<file path="src/rtl/imm_gen_stage_pkg.sv">
// Shared constants for the immediate-generation stage: format codes, opcodes, skid states.
package imm_gen_stage_pkg;

  localparam logic [2:0] FMT_R    = 3'd0;
  localparam logic [2:0] FMT_I    = 3'd1;
  localparam logic [2:0] FMT_S    = 3'd2;
  localparam logic [2:0] FMT_B    = 3'd3;
  localparam logic [2:0] FMT_U    = 3'd4;
  localparam logic [2:0] FMT_J    = 3'd5;
  localparam logic [2:0] FMT_Z    = 3'd6;
  localparam logic [2:0] FMT_NONE = 3'd7;

  localparam logic [6:0] OP_IMM    = 7'b0010011;
  localparam logic [6:0] LOAD      = 7'b0000011;
  localparam logic [6:0] JALR      = 7'b1100111;
  localparam logic [6:0] SYSTEM    = 7'b1110011;
  localparam logic [6:0] STORE     = 7'b0100011;
  localparam logic [6:0] BRANCH    = 7'b1100011;
  localparam logic [6:0] LUI       = 7'b0110111;
  localparam logic [6:0] AUIPC     = 7'b0010111;
  localparam logic [6:0] JAL       = 7'b1101111;
  localparam logic [6:0] OP        = 7'b0110011;
  localparam logic [6:0] OP_IMM_32 = 7'b0011011;
  localparam logic [6:0] OP_32     = 7'b0111011;

  typedef enum logic [1:0] {
    StEmpty = 2'd0,
    StOne   = 2'd1,
    StTwo   = 2'd2
  } skid_state_e;

endpackage

</file>
<file path="src/rtl/imm_gen_stage_if.sv">
// Handshake bundle between fetch (master) and the immediate-generation stage (slave).
interface imm_gen_stage_if #(
  parameter int unsigned XLEN = 32
);
  logic            in_valid;
  logic            in_ready;
  logic [31:0]     in_inst;
  logic [XLEN-1:0] in_pc;
  logic            out_valid;
  logic            out_ready;
  logic [XLEN-1:0] out_imm;
  logic [2:0]      out_fmt;
  logic [XLEN-1:0] out_pc;
  logic            out_illegal;

  modport master (
    output in_valid, in_inst, in_pc, out_ready,
    input  in_ready, out_valid, out_imm, out_fmt, out_pc, out_illegal
  );

  modport slave (
    input  in_valid, in_inst, in_pc, out_ready,
    output in_ready, out_valid, out_imm, out_fmt, out_pc, out_illegal
  );
endinterface

</file>
<file path="src/rtl/imm_gen_stage_imm_decode_comb.sv">
// Combinational RISC-V immediate decoder: instruction word -> {imm, fmt, illegal}.
module imm_decode_comb
  import imm_gen_stage_pkg::*;
#(
  parameter int unsigned XLEN = 32
) (
  input  logic [31:0]     inst,
  output logic [XLEN-1:0] imm,
  output logic [2:0]      fmt,
  output logic            illegal
);

  logic [6:0] opcode;
  logic [2:0] funct3;
  logic       is_shift;
  logic [5:0] shamt;
  // Raw fields are built sign-extended to 32 bits; the signed size cast widens them to XLEN.
  logic signed [31:0] imm_i, imm_s, imm_b, imm_u, imm_j;

  assign opcode   = inst[6:0];
  assign funct3   = inst[14:12];
  assign is_shift = (funct3 == 3'b001) || (funct3 == 3'b101);
  // Bit 25 is only shamt on RV64; on RV32 it belongs to funct7 and must not leak in.
  assign shamt    = {(XLEN == 64) ? inst[25] : 1'b0, inst[24:20]};

  assign imm_i = {{20{inst[31]}}, inst[31:20]};
  assign imm_s = {{20{inst[31]}}, inst[31:25], inst[11:7]};
  assign imm_b = {{20{inst[31]}}, inst[7], inst[30:25], inst[11:8], 1'b0};
  assign imm_u = {inst[31:12], 12'b0};
  assign imm_j = {{12{inst[31]}}, inst[19:12], inst[20], inst[30:21], 1'b0};

  // Opcode-driven format selection; unknown opcodes fall through as illegal.
  always_comb begin
    imm     = '0;
    fmt     = FMT_NONE;
    illegal = 1'b1;
    case (opcode)
      OP_IMM: begin
        illegal = 1'b0;
        if (is_shift) begin
          fmt = FMT_Z;
          imm = XLEN'(shamt);
        end else begin
          fmt = FMT_I;
          imm = XLEN'(imm_i);
        end
      end
      LOAD, JALR: begin
        illegal = 1'b0;
        fmt     = FMT_I;
        imm     = XLEN'(imm_i);
      end
      SYSTEM: begin
        illegal = 1'b0;
        if (funct3[2]) begin
          fmt = FMT_Z;
          imm = XLEN'(inst[19:15]);
        end else begin
          fmt = FMT_I;
          imm = XLEN'(imm_i);
        end
      end
      STORE: begin
        illegal = 1'b0;
        fmt     = FMT_S;
        imm     = XLEN'(imm_s);
      end
      BRANCH: begin
        illegal = 1'b0;
        fmt     = FMT_B;
        imm     = XLEN'(imm_b);
      end
      LUI, AUIPC: begin
        illegal = 1'b0;
        fmt     = FMT_U;
        imm     = XLEN'(imm_u);
      end
      JAL: begin
        illegal = 1'b0;
        fmt     = FMT_J;
        imm     = XLEN'(imm_j);
      end
      OP: begin
        illegal = 1'b0;
        fmt     = FMT_R;
      end
      OP_IMM_32: begin
        if (XLEN == 64) begin
          illegal = 1'b0;
          if (is_shift) begin
            fmt = FMT_Z;
            imm = XLEN'(inst[24:20]);
          end else begin
            fmt = FMT_I;
            imm = XLEN'(imm_i);
          end
        end
      end
      OP_32: begin
        if (XLEN == 64) begin
          illegal = 1'b0;
          fmt     = FMT_R;
        end
      end
      default: ;
    endcase
  end

endmodule

</file>
<file path="src/rtl/imm_gen_stage.sv">
// Registered immediate-generation stage with valid/ready and optional 2-entry skid buffer.
module imm_gen_stage
  import imm_gen_stage_pkg::*;
#(
  parameter int unsigned XLEN    = 32,
  parameter int unsigned SKID_EN = 1
) (
  input  logic            clk,
  input  logic            rst_n,
  input  logic            flush,
  imm_gen_stage_if.slave  bus
);

  // Entry layout: {imm, fmt, illegal, pc}.
  localparam int unsigned EW = 2 * XLEN + 4;
  localparam logic [EW-1:0] RstEntry = {{XLEN{1'b0}}, FMT_NONE, 1'b0, {XLEN{1'b0}}};

  logic [XLEN-1:0] dec_imm;
  logic [2:0]      dec_fmt;
  logic            dec_illegal;
  logic [EW-1:0]   new_entry;
  logic [EW-1:0]   main_q, main_d, skid_q, skid_d;
  skid_state_e     st_q, st_d;
  logic            in_ready_q, in_ready_d;
  logic            accept;

  imm_decode_comb #(
    .XLEN (XLEN)
  ) u_dec (
    .inst    (bus.in_inst),
    .imm     (dec_imm),
    .fmt     (dec_fmt),
    .illegal (dec_illegal)
  );

  assign new_entry = {dec_imm, dec_fmt, dec_illegal, bus.in_pc};

  // Without the skid buffer, in_ready is combinational so a pop and a push share one cycle.
  assign bus.in_ready = (SKID_EN != 0) ? in_ready_q : ((st_q == StEmpty) || bus.out_ready);
  assign accept       = bus.in_valid && bus.in_ready;

  assign bus.out_valid = (st_q != StEmpty);
  assign {bus.out_imm, bus.out_fmt, bus.out_illegal, bus.out_pc} = main_q;

  // Next-state: main register holds the head, skid holds the overflow entry.
  always_comb begin
    st_d   = st_q;
    main_d = main_q;
    skid_d = skid_q;
    case (st_q)
      StEmpty: begin
        if (accept) begin
          main_d = new_entry;
          st_d   = StOne;
        end
      end
      StOne: begin
        if (accept) begin
          if (bus.out_ready) begin
            main_d = new_entry;
          end else begin
            skid_d = new_entry;
            st_d   = StTwo;
          end
        end else if (bus.out_ready) begin
          st_d = StEmpty;
        end
      end
      StTwo: begin
        if (bus.out_ready) begin
          main_d = skid_q;
          st_d   = StOne;
        end
      end
      default: st_d = StEmpty;
    endcase
    if (flush) st_d = StEmpty;
    in_ready_d = (st_d != StTwo);
  end

  // State and data registers; reset discards every held entry.
  always_ff @(posedge clk or negedge rst_n) begin
    if (!rst_n) begin
      st_q       <= StEmpty;
      main_q     <= RstEntry;
      skid_q     <= RstEntry;
      in_ready_q <= 1'b1;
    end else begin
      st_q       <= st_d;
      main_q     <= main_d;
      skid_q     <= skid_d;
      in_ready_q <= in_ready_d;
    end
  end

endmodule
</file>
<file path="src/flat_wrapper.sv">
// flat-port wrapper written by rule: the top's interface ports become plain ports
module imm_gen_stage_flat import imm_gen_stage_pkg::*;
#(
  parameter int unsigned XLEN    = 32,
  parameter int unsigned SKID_EN = 1
)
  (clk, rst_n, flush, bus_in_valid, bus_in_inst, bus_in_pc, bus_out_ready, bus_in_ready, bus_out_valid, bus_out_imm, bus_out_fmt, bus_out_pc, bus_out_illegal);
  imm_gen_stage_if #(.XLEN(XLEN)) bus_i ();
  input  logic clk;
  input  logic rst_n;
  input  logic flush;
  input wire logic [$bits(bus_i.in_valid)-1:0] bus_in_valid;
  input wire logic [$bits(bus_i.in_inst)-1:0] bus_in_inst;
  input wire logic [$bits(bus_i.in_pc)-1:0] bus_in_pc;
  input wire logic [$bits(bus_i.out_ready)-1:0] bus_out_ready;
  output wire logic [$bits(bus_i.in_ready)-1:0] bus_in_ready;
  output wire logic [$bits(bus_i.out_valid)-1:0] bus_out_valid;
  output wire logic [$bits(bus_i.out_imm)-1:0] bus_out_imm;
  output wire logic [$bits(bus_i.out_fmt)-1:0] bus_out_fmt;
  output wire logic [$bits(bus_i.out_pc)-1:0] bus_out_pc;
  output wire logic [$bits(bus_i.out_illegal)-1:0] bus_out_illegal;
  assign bus_i.in_valid = bus_in_valid;
  assign bus_i.in_inst = bus_in_inst;
  assign bus_i.in_pc = bus_in_pc;
  assign bus_i.out_ready = bus_out_ready;
  assign bus_in_ready = bus_i.in_ready;
  assign bus_out_valid = bus_i.out_valid;
  assign bus_out_imm = bus_i.out_imm;
  assign bus_out_fmt = bus_i.out_fmt;
  assign bus_out_pc = bus_i.out_pc;
  assign bus_out_illegal = bus_i.out_illegal;
  imm_gen_stage #(.XLEN(XLEN), .SKID_EN(SKID_EN)) u_core (.clk(clk), .rst_n(rst_n), .flush(flush), .bus(bus_i));
endmodule
</file>
<file path="config.mk">
export PLATFORM = sky130hd
export DESIGN_NAME = imm_gen_stage_flat
export DESIGN_NICKNAME = d
export VERILOG_FILES = /design/src/rtl/imm_gen_stage_pkg.sv /design/src/rtl/imm_gen_stage_if.sv /design/src/rtl/imm_gen_stage_imm_decode_comb.sv /design/src/rtl/imm_gen_stage.sv /design/src/flat_wrapper.sv
export SDC_FILE = /design/constraint.sdc
export NUM_CORES = 1
export LEC_CHECK = 0
export BUFFER_PORTS_ARGS = -buffer_cell sky130_fd_sc_hd__buf_2
export CORE_MARGIN = 10
export CORE_UTILIZATION = 54
export CTS_BUF_LIST = sky130_fd_sc_hd__clkbuf_8
export DETAILED_ROUTE_END_ITERATION = 16
export GPL_ROUTABILITY_DRIVEN = 0
export PLACE_DENSITY = 0.79
export SYNTH_ARGS = -nofsm -noshare
export SYNTH_HDL_FRONTEND = slang
export SYNTH_SLANG_ARGS = --single-unit
</file>
<file path="constraint.sdc">
create_clock -name clk -period 3.7 [get_ports clk]
set_input_delay 0 -clock clk [delete_from_list [all_inputs] [get_ports clk]]
set_output_delay 0 -clock clk [all_outputs]
set_load 0.005 [all_outputs]
</file>
# Word-level counts from Yosys, hierarchy flattened
# Cells that the tools add are included.
[totals]
register_bits = 139
output_inout_bits = 70
[op_classes]
reduce_logical = 10
eq_ne = 19
bitwise = 1
muxes = 19
[ops]
columns = ["operator", "n"]
rows = [
  ["68-bit 2-to-1 mux", 4],
  ["32-bit case mux with 7 select lines", 1],
  ["68-bit case mux with 3 select lines", 1],
  ["32-bit 2-to-1 mux", 2],
  ["7-bit equality test (second input constant)", 4],
  ["3-bit case mux with 8 select lines", 1],
  ["7-bit by 6-bit equality test with 1-bit output (second input constant)", 3],
  ["7-bit by 5-bit equality test with 1-bit output (second input constant)", 2],
  ["2-bit 2-to-1 mux", 6],
  ["10-bit OR reduction", 1],
  ["7-bit by 2-bit equality test with 1-bit output (second input constant)", 1],
  ["3-bit 2-to-1 mux", 2],
  ["2-bit != test (second input constant)", 3],
  ["2-bit case mux with 3 select lines", 1],
  ["5-bit AND reduction", 1],
  ["2-bit by 1-bit != test with 1-bit output (second input constant)", 2],
  ["2-bit OR reduction", 2],
  ["3-bit by 1-bit equality test with 1-bit output (second input constant)", 1],
  ["3-bit equality test (second input constant)", 1],
  ["3-bit AND reduction", 1],
  ["3-bit nonzero test", 1],
  ["2-bit by 1-bit equality test with 1-bit output (second input constant)", 1],
  ["2-bit equality test (second input constant)", 1],
  ["2-bit zero test", 1],
  ["5 further kinds", 5],
]

# Logic depth before layout (Yosys ltp)
# Gate-level depths: netlist of run 1.
[depth]
ltp_word = 7
mapped_depth = 7
mapped_depth_nobuf = 5

# Cells and area by module
# Synthesis of run 1 repeated with hierarchy kept, for this count alone.
[hier_totals]
hier_cells = 552
hier_area_um2 = 6525.0
[by_module_without_submodules]
columns = ["mod", "cells_per_inst", "area_per_inst_um2", "seq_area_each_um2", "n_inst"]
rows = [
  ["imm_gen_stage", 456, 5845.6, 3487.1, 1],
  ["imm_decode_comb", 96, 679.4, 0.0, 1],
]

# Least setup slack after synthesis of run 1
# Ideal clock, no wire load.
[synth_timing]
path_kind = "register to register"
from = "register u_core.in_ready_q, in the netlist u_core.bus.in_ready"
to = "register u_core.skid_q[45]"
stages_incl_launch_ff = 6
path_slack_ns = 2.068
arrival_ns = 1.511
cell_sequence = "dfstp_2 nand3b_1 or2_2 buf_2 clkbuf_1 a22o_1"
[synth_via]
elab_chain_len = 2
[synth_lines]
columns = ["item", "line", "source"]
rows = [
  ["start: declaration", "imm_gen_stage.sv:24", "logic in_ready_q, in_ready_d;"],
  ["start signal: assignment", "imm_gen_stage.sv:92", "in_ready_q <= in_ready_d;"],
  ["1-bit logical AND", "imm_gen_stage.sv:40", "assign accept = bus.in_valid && bus.in_ready;"],
  ["3-bit AND reduction (no source line)", "--", ""],
  ["end signal: assignment", "imm_gen_stage.sv:86", "skid_q <= RstEntry;"],
  ["end signal: assignment", "imm_gen_stage.sv:91", "skid_q <= skid_d;"],
  ["end: declaration", "imm_gen_stage.sv:22", "logic [EW-1:0] main_q, main_d, skid_q, skid_d;"],
]
# Every way passes these cells.
# A chain may end at the register's enable or synchronous reset.

# Worst setup path after layout of run 1
[layout_timing]
from = "register u_core.st_q[1]"
to = "register u_core.main_q[33]"
[layout_via]
elab_chain_len = 3
elab_cells_between_ends = 10
classes_between = "eq/ne (6); mux (1); reduce/logical (3)"
[layout_lines]
columns = ["item", "line", "source"]
rows = [
  ["start: declaration", "imm_gen_stage.sv:23", "skid_state_e st_q, st_d;"],
  ["start signal: assignment", "imm_gen_stage.sv:84", "st_q <= StEmpty;"],
  ["start signal: assignment", "imm_gen_stage.sv:89", "st_q <= st_d;"],
  ["2-bit by 1-bit equality test with 1-bit output, or another cell as far along", "imm_gen_stage.sv:50", "case (st_q)"],
  ["2-bit by 1-bit != test with 1-bit output (no source line), or another cell as far along", "--", ""],
  ["5-bit AND reduction (no source line)", "--", ""],
  ["end signal: assignment", "imm_gen_stage.sv:85", "main_q <= RstEntry;"],
  ["end signal: assignment", "imm_gen_stage.sv:90", "main_q <= main_d;"],
  ["end: declaration", "imm_gen_stage.sv:22", ""],
]
# Parallel ways exist; a longest one is shown, timed or not.

==> results of run 1 <==
-- layer usage --
metal | part of all wire | vias to the layer above | GRT usage
li1 | - | 2807 | -
met1 | 0.42 | 2913 | 0.2808
met2 | 0.49 | 259 | 0.3726
met3 | 0.070 | 37 | 0.05669
met4 | 0.018 | 0 | 0.07826
met5 | 0 | - | 0
-- sequential cells by signal, indices dropped and copies added (netlist names) --
register / cells
u_core.bus.in_ready: 1
u_core.main_q: 68
u_core.skid_q: 68
u_core.st_q: 2
-- cell type report --
type	count	area, um2	share of cell area
Inverter	4	15.01	0.001840
Tap cell	143	178.9	0.02192
Sequential cell	139	3487	0.4273
Multi-Input combinational cell	522	2705	0.3314
Clock buffer	19	261.5	0.03204
Clock inverter	13	198.9	0.02438
Timing Repair Buffer	202	1315	0.1611
-- worst min-delay path: stages --
cell                      delay, ns
sky130_fd_sc_hd__buf_2         0.12
sky130_fd_sc_hd__a31oi_1       0.10
sky130_fd_sc_hd__o21a_1        0.16
sky130_fd_sc_hd__nor2_1        0.08
-- Yosys cell counts (6+ instances only) --
library cell	n	area, um2
sky130_fd_sc_hd__a21oi_1	30	150.1
sky130_fd_sc_hd__and3_1	10	62.56
sky130_fd_sc_hd__buf_2	26	130.1
sky130_fd_sc_hd__nor3_1	28	140.1
sky130_fd_sc_hd__nand2_1	199	747.0
sky130_fd_sc_hd__nand3_1	7	35.03
sky130_fd_sc_hd__a221oi_1	10	87.58
sky130_fd_sc_hd__clkbuf_1	20	75.07
sky130_fd_sc_hd__dfstp_2	7	183.9
sky130_fd_sc_hd__a221oi_2	10	150.1
sky130_fd_sc_hd__nand2b_1	7	43.79
sky130_fd_sc_hd__a31oi_1	47	294.0
sky130_fd_sc_hd__nor2_1	94	352.8
sky130_fd_sc_hd__a211oi_1	7	52.55
sky130_fd_sc_hd__a22o_1	7	61.31
sky130_fd_sc_hd__o21ai_0	14	70.07
sky130_fd_sc_hd__dfrtp_1	132	3303
sky130_fd_sc_hd__a221o_1	6	60.06
-- per-stage QoR --
step | hold WS [ns] | util | instances | instance area, um2
2_1_floorplan | -0.2956 | - | 717 | 6434
3_3_place_gp | 0.1816 | 0.6183 | 955 | 7151
3_5_place_dp | 0.1825 | 0.6183 | 955 | 7151
4_1_cts | 0.04448 | 0.7057 | 1042 | 8162
5_1_grt | 0.05576 | 0.7057 | 1042 | 8162
6_report | 0.05570 | 0.7057 | 1042 | 8162
-- power by group --
part | leakage, nW | switching [mW] | internal [mW]
logic | 1.89 | 0.435 | 0.350
clock network | 0.230 | 0.573 | 0.831
registers | 1.68 | 0.173 | 1.83
total | 3.80 | 1.18 | 3.01
-- cell families after synthesis --
family,Yosys count,synth area share
and+or+nand+nor,372,0.2466
buffers and inverters,56,0.04064
muxes,1,0.002333
AOI/OAI and AO/OA,149,0.1684
DFF,139,0.5420
-- path summary, 6_finish.rpt --
| check | from | end | slack (ns) |
|---|---|---|---|
| worst max-delay path | u_core.st_q[1] | u_core.main_q[33] | 1.31 |
| worst min register to register | u_core.skid_q[36] | u_core.skid_q[36] | 0.47 |
| max in group asynchronous | rst_n | u_core.skid_q[35] | 2.44 |
| worst max register to register | u_core.st_q[1] | u_core.main_q[33] | 1.31 |
| worst min-delay path | bus_in_valid | u_core.st_q[0] | 0.06 |
| min in group asynchronous | rst_n | u_core.main_q[10] | 0.27 |
-- repair_timing --
action / in CTS / in global routing
hold buffers: 55 / 0
endpoints found under the hold margin: 231 / 0
buffers inserted: 0 / 0
==> impl_metrics.xml, run 1 <==
<?xml version="1.0" encoding="UTF-8"?>
<metrics>
  <group name="outcome">
    <metric name="status" unit="">complete, no violations</metric>
  </group>
  <group name="floorplanning">
    <metric name="io_pins" unit="">139</metric>
    <metric name="core_region_area" unit="um2">11560</metric>
    <metric name="die-width" unit="um">129.2</metric>
    <metric name="area_enclosed_by_the_die_boundary" unit="um2">16680</metric>
    <metric name="dieHeight" unit="um">129.2</metric>
    <metric name="std_cell_rows" unit="">39</metric>
    <metric name="starting_density_of_the_core" unit="">0.5563</metric>
  </group>
  <group name="flow_run">
    <metric name="max_cap_violations" unit="">0</metric>
  </group>
  <group name="synthesis">
    <metric name="syn-num-nets" unit="">786</metric>
    <metric name="syn_area_per_cell" unit="um2">8.973</metric>
    <metric name="synth-seq-area-share" unit="">0.5420</metric>
    <metric name="synthesis.yosys.warnings" unit="">0</metric>
    <metric name="synth_edf_count" unit="">0</metric>
    <metric name="post_synth_num_cell_types" unit="">51</metric>
    <metric name="netlist_instances" unit="">717</metric>
    <metric name="synth_async_sr_flop_share" unit="">1.000</metric>
    <metric name="synth-seq-cells" unit="">139</metric>
    <metric name="post_synth_instance_area" unit="um2">6434</metric>
    <metric name="predominant_post_synthesis_flop_cell" unit="">sky130_fd_sc_hd__dfrtp_1</metric>
  </group>
  <group name="pwr">
    <metric name="total_leakage_power" unit="nW">3.799</metric>
    <metric name="worst_ir_drop_on_vdd" unit="V">0.0003454</metric>
    <metric name="post-layout-total-power" unit="mW">4.190</metric>
    <metric name="power_density" unit="nW/um2">513.4</metric>
  </group>
  <group name="setup_path">
    <metric name="worstSetupEndpointType" unit="">flip-flop</metric>
    <metric name="worst-path-max-fanout" unit="">41</metric>
    <metric name="path_depth" unit="">6</metric>
    <metric name="startpoint_type" unit="">flip-flop</metric>
    <metric name="buf_inv_stages_crit_path" unit="">1</metric>
    <metric name="path_delay_family" unit="">simple AND/OR/NAND/NOR gates</metric>
    <metric name="critPathArrivalTime" unit="ns">2.77</metric>
    <metric name="critical-path-max-stage-delay" unit="ns">0.63</metric>
    <metric name="slowest_stage" unit="">sky130_fd_sc_hd__and2_1</metric>
    <metric name="criticalPathCategory" unit="">reg -&gt; reg</metric>
    <metric name="depth_of_the_worst_register_to_register_path" unit="">6</metric>
    <metric name="cell_chain_critical_path" unit="">nand3b_1 &gt; a21o_1 &gt; buf_4 &gt; and2_1 &gt; or3_1 &gt; o221a_1</metric>
    <metric name="timing.critical_path.required" unit="ns">4.08</metric>
  </group>
  <group name="finish">
    <metric name="fillerInstances" unit="">844</metric>
    <metric name="drive_above_1_share" unit="">0.2347</metric>
    <metric name="area_overhead_vs_synth" unit="%">26.86</metric>
    <metric name="final_common_cell" unit="">sky130_fd_sc_hd__nand2_1</metric>
    <metric name="finish.net_count" unit="">955</metric>
    <metric name="n_antenna_cell" unit="">0</metric>
    <metric name="most-common-layout-cells" unit="">sky130_fd_sc_hd__nand2_1, sky130_fd_sc_hd__buf_2, sky130_fd_sc_hd__dfrtp_1</metric>
  </group>
  <group name="clock_network">
    <metric name="clock_sink_count" unit="">139</metric>
    <metric name="cts-root-buf" unit="">sky130_fd_sc_hd__clkbuf_8</metric>
    <metric name="h_tree_level_count" unit="">4</metric>
    <metric name="tritoncts.num_buffers" unit="">17</metric>
    <metric name="clkTransAtPathRegs" unit="ns">0.08</metric>
    <metric name="clkLatencyLatePin" unit="ns">0.44</metric>
    <metric name="clockBufferDepth" unit="">2</metric>
    <metric name="cts_repair_resize_count" unit="">0</metric>
    <metric name="tritoncts_clock_tree" unit="">done</metric>
  </group>
  <group name="min_path">
    <metric name="timing.hold.worst.class" unit="">in -&gt; reg</metric>
    <metric name="holdPathStages" unit="">4</metric>
  </group>
  <group name="sta">
    <metric name="fin_tns_setup" unit="ns">0</metric>
    <metric name="fin_crit_sh" unit="">0.6448</metric>
    <metric name="min_setup_slack_post_route" unit="ns">1.314</metric>
    <metric name="number_of_pins_with_negative_max_slew_slack_in_the_final_report" unit="">0</metric>
    <metric name="max_slew.worst_pin.slew" unit="ns">0.9965</metric>
    <metric name="hold_viol" unit="">0</metric>
    <metric name="rsz0062_at_grt" unit="">no</metric>
    <metric name="final_period_minus_worst_setup_slack" unit="ns">2.386</metric>
    <metric name="max-slew-margin-rel" unit="">0.3356</metric>
    <metric name="fin_worst_skew" unit="ns">0.007612</metric>
    <metric name="max_freq" unit="MHz">419.2</metric>
    <metric name="finalSetupViolCount" unit="">0</metric>
  </group>
  <group name="global_routing">
    <metric name="grt_pass1_vias" unit="">6118</metric>
    <metric name="grt_start_max_net_pins" unit="">112</metric>
    <metric name="antenna_violations_before_repair" unit="">0</metric>
    <metric name="globalRouteTotalUtil" unit="">0.2249</metric>
    <metric name="grt.overflow.total" unit="">0</metric>
    <metric name="grt_pass1_wl" unit="um">30500</metric>
  </group>
  <group name="placement">
    <metric name="pre_cts_slack" unit="ns">1.433</metric>
    <metric name="port_buffers" unit="">138</metric>
    <metric name="place.detailed.hpwl" unit="um">12290</metric>
  </group>
  <group name="drt">
    <metric name="detail_route.vias_per_cell" unit="">5.774</metric>
    <metric name="detailedRoute.firstPassIterationCount" unit="">5</metric>
    <metric name="initialDrtViolationCount" unit="">530</metric>
    <metric name="drt_wl_total" unit="um">18670</metric>
    <metric name="final_antenna_net_count" unit="">0</metric>
    <metric name="route.detailed.wl_per_inst" unit="um">17.91</metric>
    <metric name="drt_drc_violations_left" unit="">0</metric>
    <metric name="routed-via-count" unit="">6016</metric>
  </group>
</metrics>
No activity file was read; power rests on OpenSTA's default activity.
==> run 2: changes to the inputs <==
==> constraint.sdc (replaced) <==
create_clock -name clk -period 2.5 [get_ports clk]
set_input_delay 0 -clock clk [delete_from_list [all_inputs] [get_ports clk]]
set_output_delay 0 -clock clk [all_outputs]
set_load 0.005 [all_outputs]
==> run 2 against run 1 <==
Compared with the run above:
- register-to-register slack lost 1.1 ns
- hold slack better by 0.050 ns
- die area is the same
- sequential share of layout area decreased by 0.16 points
- first-iteration DRC count increased by 4.9%
- sequential power rose by 48%
- routed wire length fell by 2.6%
- worst setup slack lost 1.1 ns
- critical endpoint is now u_core.st_q[0]
- highest routed layer unchanged
==> impl_metrics.xml, run 2 (synthesis results as in run 1) <==
<?xml version="1.0" encoding="UTF-8"?>
<metrics>
  <group name="setup_path">
    <metric name="worst_r2r_endpoint" unit="">u_core.st_q[0]</metric>
    <metric name="critPathArrivalTime" unit="ns">2.60</metric>
    <metric name="criticalPathCategory" unit="">reg -&gt; reg</metric>
    <metric name="r2r_startpoint" unit="">u_core.st_q[1]</metric>
    <metric name="startpoint_type" unit="">flip-flop</metric>
    <metric name="setup.worst_path.start" unit="">u_core.st_q[1]</metric>
    <metric name="worst-path-max-fanout" unit="">37</metric>
    <metric name="critical-path-max-stage-delay" unit="ns">0.54</metric>
    <metric name="cell_chain_critical_path" unit="">nand3b_1 &gt; a21o_1 &gt; buf_4 &gt; o21a_1 &gt; nor2_1 &gt; dlygate4sd3_1</metric>
    <metric name="depth_of_the_worst_register_to_register_path" unit="">6</metric>
    <metric name="rrSetupSlack" unit="ns">0.23</metric>
    <metric name="timing.critical_path.to" unit="">u_core.st_q[0]</metric>
    <metric name="slowest_stage" unit="">sky130_fd_sc_hd__dlygate4sd3_1</metric>
    <metric name="worstSetupEndpointType" unit="">flip-flop</metric>
    <metric name="timing.critical_path.required" unit="ns">2.83</metric>
  </group>
  <group name="flow_run">
    <metric name="max_cap_violations" unit="">0</metric>
  </group>
  <group name="floorplanning">
    <metric name="starting_density_of_the_core" unit="">0.5563</metric>
    <metric name="die-width" unit="um">129.2</metric>
    <metric name="std_cell_rows" unit="">39</metric>
    <metric name="area_enclosed_by_the_die_boundary" unit="um2">16680</metric>
    <metric name="io_pins" unit="">139</metric>
    <metric name="dieHeight" unit="um">129.2</metric>
    <metric name="core_region_area" unit="um2">11560</metric>
  </group>
  <group name="clock_network">
    <metric name="postCtsSetupRepairBufs" unit="">0</metric>
    <metric name="tritoncts_clock_tree" unit="">done</metric>
    <metric name="h_tree_level_count" unit="">4</metric>
    <metric name="cts-root-buf" unit="">sky130_fd_sc_hd__clkbuf_8</metric>
    <metric name="clkLatencyLatePin" unit="ns">0.45</metric>
    <metric name="clockBufferDepth" unit="">2</metric>
    <metric name="clock_sink_count" unit="">139</metric>
    <metric name="tritoncts.num_buffers" unit="">17</metric>
    <metric name="clkTransAtPathRegs" unit="ns">0.07</metric>
  </group>
  <group name="sta">
    <metric name="fin_crit_sh" unit="">0.9089</metric>
    <metric name="min_setup_slack_post_route" unit="ns">0.2277</metric>
    <metric name="finalSetupViolCount" unit="">0</metric>
    <metric name="max-slew-margin-rel" unit="">0.5299</metric>
    <metric name="final_period_minus_worst_setup_slack" unit="ns">2.272</metric>
    <metric name="fin_worst_skew" unit="ns">0.009278</metric>
    <metric name="max_freq" unit="MHz">440.1</metric>
    <metric name="rsz0062_at_grt" unit="">no</metric>
    <metric name="number_of_pins_with_negative_max_slew_slack_in_the_final_report" unit="">0</metric>
    <metric name="fin_tns_setup" unit="ns">0</metric>
    <metric name="hold_viol" unit="">0</metric>
    <metric name="max_slew.worst_pin.slew" unit="ns">0.7051</metric>
  </group>
  <group name="pwr">
    <metric name="sequential_power_share" unit="">0.491</metric>
    <metric name="power_density" unit="nW/um2">736.6</metric>
    <metric name="p_switching" unit="mW">1.744</metric>
    <metric name="total_leakage_power" unit="nW">3.821</metric>
    <metric name="combPwrFrac" unit="">0.194</metric>
    <metric name="post-layout-total-power" unit="mW">6.035</metric>
    <metric name="worst_ir_drop_on_vdd" unit="V">0.0003552</metric>
    <metric name="cellInternalPower" unit="mW">4.291</metric>
    <metric name="switching_share" unit="">0.2890</metric>
    <metric name="power.share.clock" unit="">0.316</metric>
  </group>
  <group name="finish">
    <metric name="final_cell_count_no_fill" unit="">1051</metric>
    <metric name="most-common-layout-cells" unit="">sky130_fd_sc_hd__nand2_1, sky130_fd_sc_hd__buf_2, sky130_fd_sc_hd__dfrtp_1</metric>
    <metric name="area_overhead_vs_synth" unit="%">27.34</metric>
    <metric name="finish.net_count" unit="">964</metric>
    <metric name="final_common_cell" unit="">sky130_fd_sc_hd__nand2_1</metric>
    <metric name="biggestRegsByFlops" unit="">u_core.main_q x68, u_core.skid_q x68, u_core.st_q x2</metric>
    <metric name="drive_above_1_share" unit="">0.2415</metric>
    <metric name="finalInstanceArea" unit="um2">8193</metric>
  </group>
  <group name="global_routing">
    <metric name="grt_pass1_wl" unit="um">29810</metric>
    <metric name="grt.overflow.total" unit="">0</metric>
    <metric name="grt_pass1_vias" unit="">5949</metric>
    <metric name="antenna_violations_before_repair" unit="">0</metric>
    <metric name="globalRouteTotalUtil" unit="">0.2202</metric>
    <metric name="grt_start_max_net_pins" unit="">77</metric>
  </group>
  <group name="drt">
    <metric name="routed-via-count" unit="">6020</metric>
    <metric name="detail_route.vias_per_cell" unit="">5.728</metric>
    <metric name="detailedRoute.firstPassIterationCount" unit="">6</metric>
    <metric name="route.detailed.wl_per_inst" unit="um">17.30</metric>
    <metric name="met2WireLength" unit="um">8806</metric>
    <metric name="top_signal_layer_used" unit="">met4</metric>
    <metric name="drt_drc_violations_left" unit="">0</metric>
    <metric name="m1WireLength" unit="um">7607</metric>
    <metric name="initialDrtViolationCount" unit="">556</metric>
    <metric name="final_antenna_net_count" unit="">0</metric>
    <metric name="drt_wl_total" unit="um">18190</metric>
    <metric name="detailroute.wirelength.met3" unit="um">1420</metric>
  </group>
  <group name="placement">
    <metric name="port_buffers" unit="">138</metric>
    <metric name="placed_cells_incl_taps" unit="">963</metric>
    <metric name="pre_cts_slack" unit="ns">0.5645</metric>
    <metric name="place.detailed.hpwl" unit="um">12720</metric>
    <metric name="dp_area" unit="um2">7211</metric>
  </group>
  <group name="outcome">
    <metric name="status" unit="">complete, no violations</metric>
  </group>
  <group name="min_path">
    <metric name="timing.hold.worst.class" unit="">in -&gt; reg</metric>
  </group>
</metrics>
-- run 2: timing repair --
action,CTS,global route
gates resized for setup,0,0
endpoints found under the hold margin,193,0
hold buffers,56,0
-- run 2: worst min path at each step --
stage	startpoint	endpoint	slack (ns)	cells past startpoint
2_1_floorplan	rst_n	u_core.main_q[0]	-0.30	0
3_3_place_gp	rst_n	u_core.skid_q[64]	0.06	1
3_5_place_dp	rst_n	u_core.skid_q[64]	0.08	1
4_1_cts	bus_in_valid	u_core.skid_q[56]	0.08	4
5_1_grt	bus_in_valid	u_core.skid_q[56]	0.12	4
6_report	bus_in_inst[0]	u_core.skid_q[32]	0.11	3
-- run 2: power groups by stage --
stage          sequential [mW]  clock, mW  combinational, mW
4_1_cts                   2.95       1.92               1.17
3_5_place_dp              2.99          0               1.10
3_3_place_gp              2.97          0               1.05
5_1_grt                   3.01       2.02               1.32
2_1_floorplan             2.95          0              0.633
6_report                  2.96       1.91               1.17
-- run 2: layout make-up --
class | count | area (um2)
flip-flops and latches | 139 | 3487
fillers | 839 | 3372
multi-input cells | 522 | 2705
repair buffers | 211 | 1385
clock buffers | 20 | 275.3
well taps | 143 | 178.9
clock inverters | 11 | 143.9
inverters | 4 | 15.01
diodes | 1 | 2.502
-- run 2: stage by stage --
stage	utilization	hold slack, ns
6_report	0.7084	0.1056
3_5_place_dp	0.6235	0.07872
2_1_floorplan	-	-0.2956
4_1_cts	0.7082	0.08327
3_3_place_gp	0.6235	0.06292
5_1_grt	0.7082	0.1230
-- run 2: per-layer routing --
| layer | GRT usage | up-vias |
|---|---|---|
| li1 | - | 2831 |
| met1 | 0.2810 | 2880 |
| met2 | 0.3539 | 279 |
| met3 | 0.06158 | 30 |
| met4 | 0.07559 | 0 |
| met5 | 0 | - |
-- run 2: worst max-delay path: cells and delay by family, from the launching register on --
family,cells,cell delay [ns]
AO/OA/AOI/OAI,2,0.45
buffers and inverters,2,0.97
flip-flops,1,0.46
AND/OR/NAND/NOR,2,0.27
==> run 3: changes to the inputs <==
--- a/config.mk
+++ b/config.mk
@@ -5,13 +5,15 @@
 export SDC_FILE = /design/constraint.sdc
 export NUM_CORES = 1
 export LEC_CHECK = 0
-export BUFFER_PORTS_ARGS = -buffer_cell sky130_fd_sc_hd__buf_2
 export CORE_MARGIN = 10
 export CORE_UTILIZATION = 54
 export CTS_BUF_LIST = sky130_fd_sc_hd__clkbuf_8
+export CTS_CLUSTER_DIAMETER = 200
 export DETAILED_ROUTE_END_ITERATION = 16
+export DONT_BUFFER_PORTS = 1
 export GPL_ROUTABILITY_DRIVEN = 0
-export PLACE_DENSITY = 0.79
+export PLACE_DENSITY = 0.69
+export REMOVE_ABC_BUFFERS = 1
 export SYNTH_ARGS = -nofsm -noshare
 export SYNTH_HDL_FRONTEND = slang
 export SYNTH_SLANG_ARGS = --single-unit
==> run 3 against run 2 <==
Compared with the run above:
- design area shrank 5.0%
- worst setup slack got worse by 0.19 ns
- largest power group unchanged
- first-iteration DRC count is 19% lower
- clock skew up 0.0049 ns
- largest cell class unchanged
- the flow now finishes with violations (negative hold slack)
- routed wire length shrank 0.54%
==> impl_metrics.xml, run 3 (synthesis results as in run 1) <==
<?xml version="1.0" encoding="UTF-8"?>
<metrics>
  <group name="setup_path">
    <metric name="criticalPathCategory" unit="">in -&gt; reg</metric>
    <metric name="timing.critical_path.required" unit="ns">2.85</metric>
    <metric name="setup.worst_path.start" unit="">bus_in_inst[3]</metric>
    <metric name="r2r_startpoint" unit="">u_core.st_q[1]</metric>
    <metric name="startpoint_type" unit="">input pin</metric>
    <metric name="worst-path-max-fanout" unit="">8</metric>
    <metric name="worstSetupEndpointType" unit="">flip-flop</metric>
    <metric name="critPathArrivalTime" unit="ns">2.82</metric>
  </group>
  <group name="clock_network">
    <metric name="cts_repair_resize_count" unit="">0</metric>
    <metric name="postCtsSetupRepairBufs" unit="">0</metric>
    <metric name="clkTransAtPathRegs" unit="ns">0.08</metric>
    <metric name="clock_sink_count" unit="">139</metric>
    <metric name="h_tree_level_count" unit="">4</metric>
    <metric name="cts-root-buf" unit="">sky130_fd_sc_hd__clkbuf_8</metric>
    <metric name="clockBufferDepth" unit="">2</metric>
    <metric name="tritoncts.num_buffers" unit="">17</metric>
    <metric name="clkLatencyLatePin" unit="ns">0.45</metric>
    <metric name="tritoncts_clock_tree" unit="">done</metric>
    <metric name="cts-hold-fix-buffers" unit="">84</metric>
  </group>
  <group name="finish">
    <metric name="most-common-layout-cells" unit="">sky130_fd_sc_hd__nand2_1, sky130_fd_sc_hd__dfrtp_1, sky130_fd_sc_hd__nor2_1</metric>
    <metric name="drive_above_1_share" unit="">0.09584</metric>
    <metric name="fillerInstances" unit="">921</metric>
    <metric name="multi_input_area" unit="um2">2705</metric>
    <metric name="final_common_cell" unit="">sky130_fd_sc_hd__nand2_1</metric>
    <metric name="seqCellArea" unit="um2">3487</metric>
    <metric name="finalInstanceArea" unit="um2">7785</metric>
    <metric name="biggestRegsByFlops" unit="">u_core.main_q x68, u_core.skid_q x68, u_core.st_q x2</metric>
    <metric name="n_antenna_cell" unit="">0</metric>
    <metric name="final_core_util" unit="">0.6732</metric>
    <metric name="area_overhead_vs_synth" unit="%">21.00</metric>
    <metric name="finish.net_count" unit="">849</metric>
  </group>
  <group name="placement">
    <metric name="port_buffers" unit="">0</metric>
    <metric name="dp_area" unit="um2">6501</metric>
    <metric name="place.detailed.hpwl" unit="um">11370</metric>
  </group>
  <group name="sta">
    <metric name="rsz0062_at_grt" unit="">no</metric>
    <metric name="max_freq" unit="MHz">405.6</metric>
    <metric name="final_period_minus_worst_setup_slack" unit="ns">2.465</metric>
    <metric name="max-slew-margin-rel" unit="">0.5141</metric>
    <metric name="holdWs" unit="ns">-0.7579</metric>
    <metric name="fin_worst_skew" unit="ns">0.01419</metric>
    <metric name="number_of_pins_with_negative_max_slew_slack_in_the_final_report" unit="">0</metric>
    <metric name="hold_viol" unit="">139</metric>
    <metric name="finalSetupViolCount" unit="">0</metric>
    <metric name="fin_tns_setup" unit="ns">0</metric>
    <metric name="max_slew.worst_pin.slew" unit="ns">0.7262</metric>
    <metric name="fin_crit_sh" unit="">0.9861</metric>
  </group>
  <group name="pwr">
    <metric name="worst_ir_drop_on_vdd" unit="V">0.0003470</metric>
    <metric name="total_leakage_power" unit="nW">3.387</metric>
    <metric name="power_density" unit="nW/um2">755.9</metric>
    <metric name="post-layout-total-power" unit="mW">5.885</metric>
  </group>
  <group name="global_routing">
    <metric name="grt_pass1_wl" unit="um">29120</metric>
    <metric name="grt_start_max_net_pins" unit="">140</metric>
    <metric name="globalRouteTotalUtil" unit="">0.2180</metric>
    <metric name="grt.overflow.total" unit="">0</metric>
    <metric name="antenna_violations_before_repair" unit="">0</metric>
    <metric name="grt_pass1_vias" unit="">5470</metric>
  </group>
  <group name="drt">
    <metric name="drt_wl_total" unit="um">18090</metric>
    <metric name="initialDrtViolationCount" unit="">453</metric>
    <metric name="final_antenna_net_count" unit="">0</metric>
    <metric name="route.detailed.wl_per_inst" unit="um">19.32</metric>
    <metric name="routed-via-count" unit="">5635</metric>
    <metric name="drt_drc_violations_left" unit="">0</metric>
    <metric name="detailedRoute.firstPassIterationCount" unit="">5</metric>
    <metric name="detail_route.vias_per_cell" unit="">6.020</metric>
  </group>
  <group name="floorplanning">
    <metric name="io_pins" unit="">139</metric>
    <metric name="die-width" unit="um">129.2</metric>
    <metric name="starting_density_of_the_core" unit="">0.5563</metric>
    <metric name="std_cell_rows" unit="">39</metric>
    <metric name="core_region_area" unit="um2">11560</metric>
    <metric name="dieHeight" unit="um">129.2</metric>
    <metric name="area_enclosed_by_the_die_boundary" unit="um2">16680</metric>
  </group>
  <group name="outcome">
    <metric name="failing_checks" unit="">negative hold slack</metric>
    <metric name="status" unit="">finished with violations</metric>
  </group>
  <group name="min_path">
    <metric name="timing.hold.worst.class" unit="">in -&gt; async</metric>
  </group>
  <group name="flow_run">
    <metric name="max_cap_violations" unit="">0</metric>
  </group>
</metrics>
## run 3: cell count changes in the layout (fill, tap and decap cells not counted), moves of 2 or more
cell                            before  now
sky130_fd_sc_hd__buf_2             137    0
sky130_fd_sc_hd__dlygate4sd3_1      56   84
sky130_fd_sc_hd__buf_4              17   10
sky130_fd_sc_hd__clkbuf_8           20   24
sky130_fd_sc_hd__clkinvlp_4          3    0
sky130_fd_sc_hd__buf_12              0    2
## run 3: final cells by class
type / count / share of cell area
Sequential cell: 139 / 0.4479
Clock inverter: 8 / 0.01446
Inverter: 4 / 0.001929
Multi-Input combinational cell: 522 / 0.3475
Timing Repair Buffer: 96 / 0.1228
Clock buffer: 24 / 0.04243
Tap cell: 143 / 0.02298
## run 3: path summary, 6_finish.rpt
check / to / slack [ns] / cells past startpoint
setup / recovery: u_core.main_q[67] / 0.03 / 8
hold / removal: u_core.skid_q[62] / -0.76 / 0
setup reg to reg: u_core.st_q[0] / 0.30 / 6
hold reg to reg: u_core.skid_q[36] / 0.47 / 2
max in group asynchronous: u_core.bus.in_ready / 2.96 / 0
min in group clk: u_core.skid_q[32] / 0.03 / 3
## run 3: worst max-delay path, cell delays in order
cell                            delay (ns)
sky130_fd_sc_hd__dlygate4sd3_1        0.66
sky130_fd_sc_hd__nor2_1               0.47
sky130_fd_sc_hd__o21ai_0              0.15
sky130_fd_sc_hd__o41ai_1              0.09
sky130_fd_sc_hd__dlygate4sd3_1        0.61
sky130_fd_sc_hd__nand4_1              0.10
sky130_fd_sc_hd__dlygate4sd3_1        0.58
sky130_fd_sc_hd__o22ai_1              0.16
## run 3: power breakdown
group,internal (mW),switching [mW]
logic,0.400,0.472
registers,2.71,0.315
clock network,1.16,0.828
total,4.27,1.61
## run 3: metrics by stage
stage	setup WS (ns)	instances
2_1_floorplan	-1.294	665
3_3_place_gp	0.5908	820
3_5_place_dp	0.5466	820
4_1_cts	0.1922	936
5_1_grt	0.005911	936
6_report	0.03469	936
## run 3: layer usage
layer | track usage | vias up | share of wire
met5 | 0 | - | 0
met4 | 0.07625 | 0 | 0.015
met3 | 0.08034 | 31 | 0.10
met2 | 0.3427 | 272 | 0.47
met1 | 0.2719 | 2737 | 0.41
li1 | - | 2595 | -
